### config.mk
export PLATFORM = sky130hd
export DESIGN_NAME = seconds_counter_flat
export DESIGN_NICKNAME = d
export VERILOG_FILES = /design/src/rtl/seconds_counter_pkg.sv /design/src/rtl/seconds_counter_if.sv /design/src/rtl/tick_prescaler.sv /design/src/rtl/seconds_counter.sv /design/src/flat_wrapper.sv
export SDC_FILE = /design/constraint.sdc
export NUM_CORES = 1
export LEC_CHECK = 0
export ABC_AREA = 1
export ABC_CLOCK_PERIOD_IN_PS = 2100
export CAP_MARGIN = 20
export CORE_MARGIN = 3
export CORE_UTILIZATION = 35
export CTS_CLUSTER_SIZE = 14
export DETAILED_ROUTE_END_ITERATION = 8
export DONT_BUFFER_PORTS = 1
export HOLD_SLACK_MARGIN = 0.05
export PLACE_DENSITY = 0.5
export REMOVE_ABC_BUFFERS = 1
export SLEW_MARGIN = 15
export SYNTH_ARGS = -nofsm -noshare
export SYNTH_HDL_FRONTEND = slang
export SYNTH_SLANG_ARGS = --single-unit
### constraint.sdc
create_clock -name clk -period 2.1 [get_ports clk]
set_clock_uncertainty 0.2 [all_clocks]
set_input_delay 0.42 -clock clk [delete_from_list [all_inputs] [get_ports clk]]
set_output_delay 0.42 -clock clk [all_outputs]
set_load 0.005 [all_outputs]
### src/rtl/seconds_counter_pkg.sv
// Shared definitions for the stopwatch seconds stage: state encodings, widths
// and the start_stop transition rule.
package seconds_counter_pkg;

    typedef enum logic [1:0] {
        ST_IDLE  = 2'd0,
        ST_RUN   = 2'd1,
        ST_PAUSE = 2'd2
    } state_t;

    localparam int SEC_W       = 6;
    localparam int SEC_MAX_DEF = 59;
    localparam int DIV_DEF     = 100_000_000;

    // Run/pause toggle; anything that is not RUN or PAUSE (IDLE) starts running.
    function automatic state_t toggle_state(input state_t s);
        case (s)
            ST_RUN:  toggle_state = ST_PAUSE;
            default: toggle_state = ST_RUN;
        endcase
    endfunction

endpackage

### src/rtl/seconds_counter_if.sv
// Control/status bundle between the stopwatch front panel and the seconds stage.
interface seconds_counter_if;
    import seconds_counter_pkg::*;

    // start_stop and clear are single-cycle pulses sampled on every rising edge
    // (no valid/ready: each high cycle is one command). Outputs are registered.
    logic             start_stop;
    logic             clear;
    logic [SEC_W-1:0] secs;
    logic             oflow_s;
    logic             running;
    state_t           state;

    modport master (
        output start_stop, clear,
        input  secs, oflow_s, running, state
    );

    modport slave (
        input  start_stop, clear,
        output secs, oflow_s, running, state
    );

endinterface

### src/rtl/tick_prescaler.sv
// Divides clk down to a one-cycle tick every DIV enabled cycles; holds while
// disabled and restarts from zero when zero is asserted.
module tick_prescaler #(
    parameter int DIV = 4
) (
    input  logic clk,
    input  logic rst,
    input  logic en,
    input  logic zero,
    output logic tick
);

    localparam int            PW   = (DIV > 1) ? $clog2(DIV) : 1;
    localparam logic [PW-1:0] LAST = PW'(DIV - 1);

    logic [PW-1:0] presc;

    assign tick = en && !zero && (presc == LAST);

    always_ff @(posedge clk or posedge rst) begin
        if (rst) begin
            presc <= '0;
        end else if (zero) begin
            presc <= '0;
        end else if (en) begin
            presc <= (presc == LAST) ? '0 : presc + 1'b1;
        end
    end

endmodule

### src/rtl/seconds_counter.sv
// Seconds stage of the stopwatch: run/pause/clear FSM, 0..SEC_MAX counter and
// a one-cycle overflow pulse that feeds the minutes stage.
module seconds_counter
    import seconds_counter_pkg::*;
#(
    parameter int DIV     = DIV_DEF,
    parameter int SEC_MAX = SEC_MAX_DEF
) (
    input  logic               clk,
    input  logic               rst,
    seconds_counter_if.slave   bus
);

    localparam logic [SEC_W-1:0] SEC_LAST = SEC_W'(SEC_MAX);

    state_t           state_q;
    logic [SEC_W-1:0] secs_q;
    logic             oflow_q;
    logic             running_q;
    logic             tick;
    logic             presc_en;
    logic             presc_zero;

    // Prescaler holds in PAUSE and is forced to zero in IDLE (or any stray encoding).
    assign presc_en   = (state_q == ST_RUN);
    assign presc_zero = bus.clear || !((state_q == ST_RUN) || (state_q == ST_PAUSE));

    tick_prescaler #(.DIV(DIV)) u_presc (
        .clk  (clk),
        .rst  (rst),
        .en   (presc_en),
        .zero (presc_zero),
        .tick (tick)
    );

    always_ff @(posedge clk or posedge rst) begin
        if (rst) begin
            state_q   <= ST_IDLE;
            secs_q    <= '0;
            oflow_q   <= 1'b0;
            running_q <= 1'b0;
        end else begin
            oflow_q <= 1'b0;
            if (bus.clear) begin
                // Clear wins over a coincident tick and start_stop.
                state_q   <= ST_IDLE;
                secs_q    <= '0;
                running_q <= 1'b0;
            end else begin
                if (tick) begin
                    if (secs_q == SEC_LAST) begin
                        secs_q  <= '0;
                        oflow_q <= 1'b1;
                    end else begin
                        secs_q <= secs_q + 1'b1;
                    end
                end
                case (state_q)
                    ST_IDLE, ST_RUN, ST_PAUSE: begin
                        if (bus.start_stop) begin
                            state_q   <= toggle_state(state_q);
                            running_q <= (toggle_state(state_q) == ST_RUN);
                        end else begin
                            running_q <= (state_q == ST_RUN);
                        end
                    end
                    default: begin
                        state_q   <= ST_IDLE;
                        secs_q    <= '0;
                        running_q <= 1'b0;
                    end
                endcase
            end
        end
    end

    assign bus.secs    = secs_q;
    assign bus.oflow_s = oflow_q;
    assign bus.running = running_q;
    assign bus.state   = state_q;

endmodule

### src/flat_wrapper.sv
// flat-port wrapper written by rule: the top's interface ports become plain ports
module seconds_counter_flat import seconds_counter_pkg::*;
#(
    parameter int DIV     = DIV_DEF,
    parameter int SEC_MAX = SEC_MAX_DEF
)
  (clk, rst, bus_start_stop, bus_clear, bus_secs, bus_oflow_s, bus_running, bus_state);
  seconds_counter_if bus_i ();
  input  logic clk;
  input  logic rst;
  input wire logic [$bits(bus_i.start_stop)-1:0] bus_start_stop;
  input wire logic [$bits(bus_i.clear)-1:0] bus_clear;
  output wire logic [$bits(bus_i.secs)-1:0] bus_secs;
  output wire logic [$bits(bus_i.oflow_s)-1:0] bus_oflow_s;
  output wire logic [$bits(bus_i.running)-1:0] bus_running;
  output wire logic [$bits(bus_i.state)-1:0] bus_state;
  assign bus_i.start_stop = bus_start_stop;
  assign bus_i.clear = bus_clear;
  assign bus_secs = bus_i.secs;
  assign bus_oflow_s = bus_i.oflow_s;
  assign bus_running = bus_i.running;
  assign bus_state = bus_i.state;
  seconds_counter #(.DIV(DIV), .SEC_MAX(SEC_MAX)) u_core (.clk(clk), .rst(rst), .bus(bus_i));
endmodule
==> impl_metrics.toml <==
[sta]
tightestPinTransition_ps = 528
hold_violations = 0
fin_crit_sh_pct = 91.6
setup_viol = 0
maxSlewHeadroom_pct = 64.8
rsz0062_at_grt = "true"
fmax_ghz = 0.520
period_minus_slack_ps = 1920
fin_setup_tns_ps = 0
slew_viol_final = 0

[synthesis]
syn_avg_cell_area_um2 = 7.40
synth_compound_area_share_pct = 9.61
netlist_instances = 329
synthSimpleGateAreaFrac_pct = 39.0
synth_top_area_share_pct = 38.0
yosysWarningCount = 0
synth_seq_cells = 37
muxShareOfSynthArea_pct = 0
yosysSeqAreaShare_pct = 38.0
ys_types = 28
synthAdderAreaFrac_pct = 2.57
synth_top_area_cell = "dfrtp_1"
synth_xor_area_share_pct = 2.88
synth_top_family_by_area = "simple AND/OR/NAND/NOR gates"
synth_area_leaders = "dfrtp_1, nand2_1, inv_1"
syn-cell-area_mm2 = 0.00243

[drt]
drc = 0
vias = 2061
ant_nets = 0
detail_route.first_pass.iterations = 4
viasPerCell = 4.93
avgRoutedWirePerCell_um = 13.0
wirelength_um = 5420
first_iter_violations = 97

[critical_path]
cp.required_ps = 2110
critPathLaunch = "u_core.bus.state[1]"
crit_fanout = 8
crit_path_start_kind = "register"
slowest_delay_ps = 390
cp_cell_sequence = "inv_1 > ha_1 > nor2_2 > inv_2 > nor2_4 > inv_2 > nor2_4 > buf_12 > nand2_1 > o21ai_0"
crit_type = "register to register"
slowest_stage = "dfrtp_1"
cpLargestDelayFamily = "simple AND/OR/NAND/NOR gates"
regToRegStartpoint = "u_core.bus.state[1]"
arrival_ps = 1930
endpoint_kind = "register"
path_buf_inv = 4

[clock_tree]
clk_pin_slew_ps = 80
cts_sinks = 37
cts_buffers = 5
cts_max_level = 2
clkLatencyLatePin_ps = 290
cts_root_buffer = "clkbuf_8"
cts_tree = "built"
clockBufferDepth = 2

[die]
die_area_mm2 = 0.00799
start_util_pct = 37.3
coreArea_mm2 = 0.00653
io_pins = 14
dieWidth_um = 89.4
fp.dieH_um = 89.4
num_rows = 29

[power_and_ir_drop]
leakagePower_nw = 1.14
total_power_mw = 1.35
powerDensity_mw_per_mm2 = 504
ir_drop_mv = 0.448

[worst_hold_path]
hp-class = "input port to register"
worstHoldStart = "bus_start_stop"

[finish]
syn_to_final_growth_pct = 10.2
n_fill_cell = 685
layout.nets = 350
antennaDiodeCount = 0
drive_gt1_share_pct = 16.1

[grt]
grt_max_degree = 38
grt_pass1_vias = 2047
track_usage_pct = 15.1
grt_pass1_wl_um = 9490
antenna_found_initial = 0
grt_overflow = 0

[placed_design]
place_congestion = 0.766
numPortBuffers = 0
post-dp-hpwl_um = 3940

[run]
maxCapViolCount = 0

[outcome]
status = "finished clean"
## sequential cells by signal, summed over array words and instances, names as in the netlist
name / count
u_core.u_presc.presc: 27
u_core.bus.secs: 6
u_core.bus.state: 2
u_core.bus.oflow_s: 1
u_core.bus.running: 1
## cells in the mapped netlist (all sizes together)
library cell / number
o21ai: 28
o21bai: 1
inv: 42
nor2: 45
ha: 5
nand2: 99
a21oi: 6
dfrtp: 37
buf: 4
nand3: 33
o22ai: 6
nand4: 5
xnor2: 1
nor3: 7
or2: 1
nand3b: 2
xor2: 7
## cell families (layout without fill, tap and decap cells)
group,count (synthesis),count (layout)
buf+inv,46,58
simple gates,192,192
xor+xnor,8,8
flops,37,37
fa+ha+maj,5,5
compound gates,41,41
## routing by layer
metal  share of wire, %  global-route usage, %  routed length, um
met1                 50                   21.2               2680
met2                 45                   23.5               2450
met3                4.5                   3.13                243
met4               0.77                   4.19                 42
met5                  0                      0                  0
## layout make-up
class                           count  area (um^2)  share of cell area [%]
Multi-Input combinational cell    246         1320                    49.0
Tap cell                           77         96.3                    3.59
Clock buffer                        7         86.3                    3.22
Timing Repair Buffer                9          100                    3.73
Inverter                           42          158                    5.88
Sequential cell                    37          926                    34.5
## power breakdown
group	internal, mW	switching [mW]	total (mW)
registers	0.720	0.00868	0.729
clock network	0.261	0.253	0.514
logic	0.0343	0.0739	0.108
## cell usage in the layout (no fill, tap or decap)
cell type / count
nand3b_1: 2
o21ai_2: 5
nand4_2: 1
ha_1: 5
o21bai_1: 1
nand2_1: 93
o21ai_0: 19
o22ai_1: 6
nand3_1: 20
a21oi_1: 6
dfrtp_1: 37
buf_4: 6
nor2_4: 3
or2_2: 1
nand2_2: 4
nor3_1: 7
dlygate4sd3_1: 1
nand4_1: 4
xor2_1: 7
nor2_8: 1
o21ai_1: 4
clkbuf_16: 1
clkbuf_8: 6
inv_1: 39
nor2_1: 33
nand3_2: 13
nor2_2: 8
xnor2_1: 1
clkbuf_1: 1
inv_2: 3
buf_12: 1
nand2_4: 2
## metrics by stage
step	cells	cell area, um^2	worst slack (ps)	util (%)	hold slack [ps]
after floorplan	325	2400	73.6	-	271
after global placement	408	2550	201	39.1	268
after detailed placement	408	2550	151	39.1	277
after CTS	416	2650	131	40.6	69.9
after global routing	418	2680	-2.38	41.1	106
final	418	2680	177	41.1	73.3
## path summary, 6_finish.rpt
path                                            endpoint  slack [ps]  depth (start not counted)
worst max register to register  u_core.u_presc.presc[18]         180                         10
worst min-delay path                 u_core.bus.state[0]          70                          2
min in group asynchronous             u_core.bus.secs[0]         500                          3
worst max-delay path            u_core.u_presc.presc[18]         180                         10
worst min register to register  u_core.u_presc.presc[26]         320                          2
max in group asynchronous        u_core.u_presc.presc[0]         860                          3
## repair_timing
action                                 in CTS  in global routing
hold buffers                                1                  0
setup endpoints to repair                   0                  4
gates resized for setup                     0                  1
buffers inserted                            0                  1
endpoints found under the hold margin      37                  0
No activity file was read; power rests on OpenSTA's default activity.
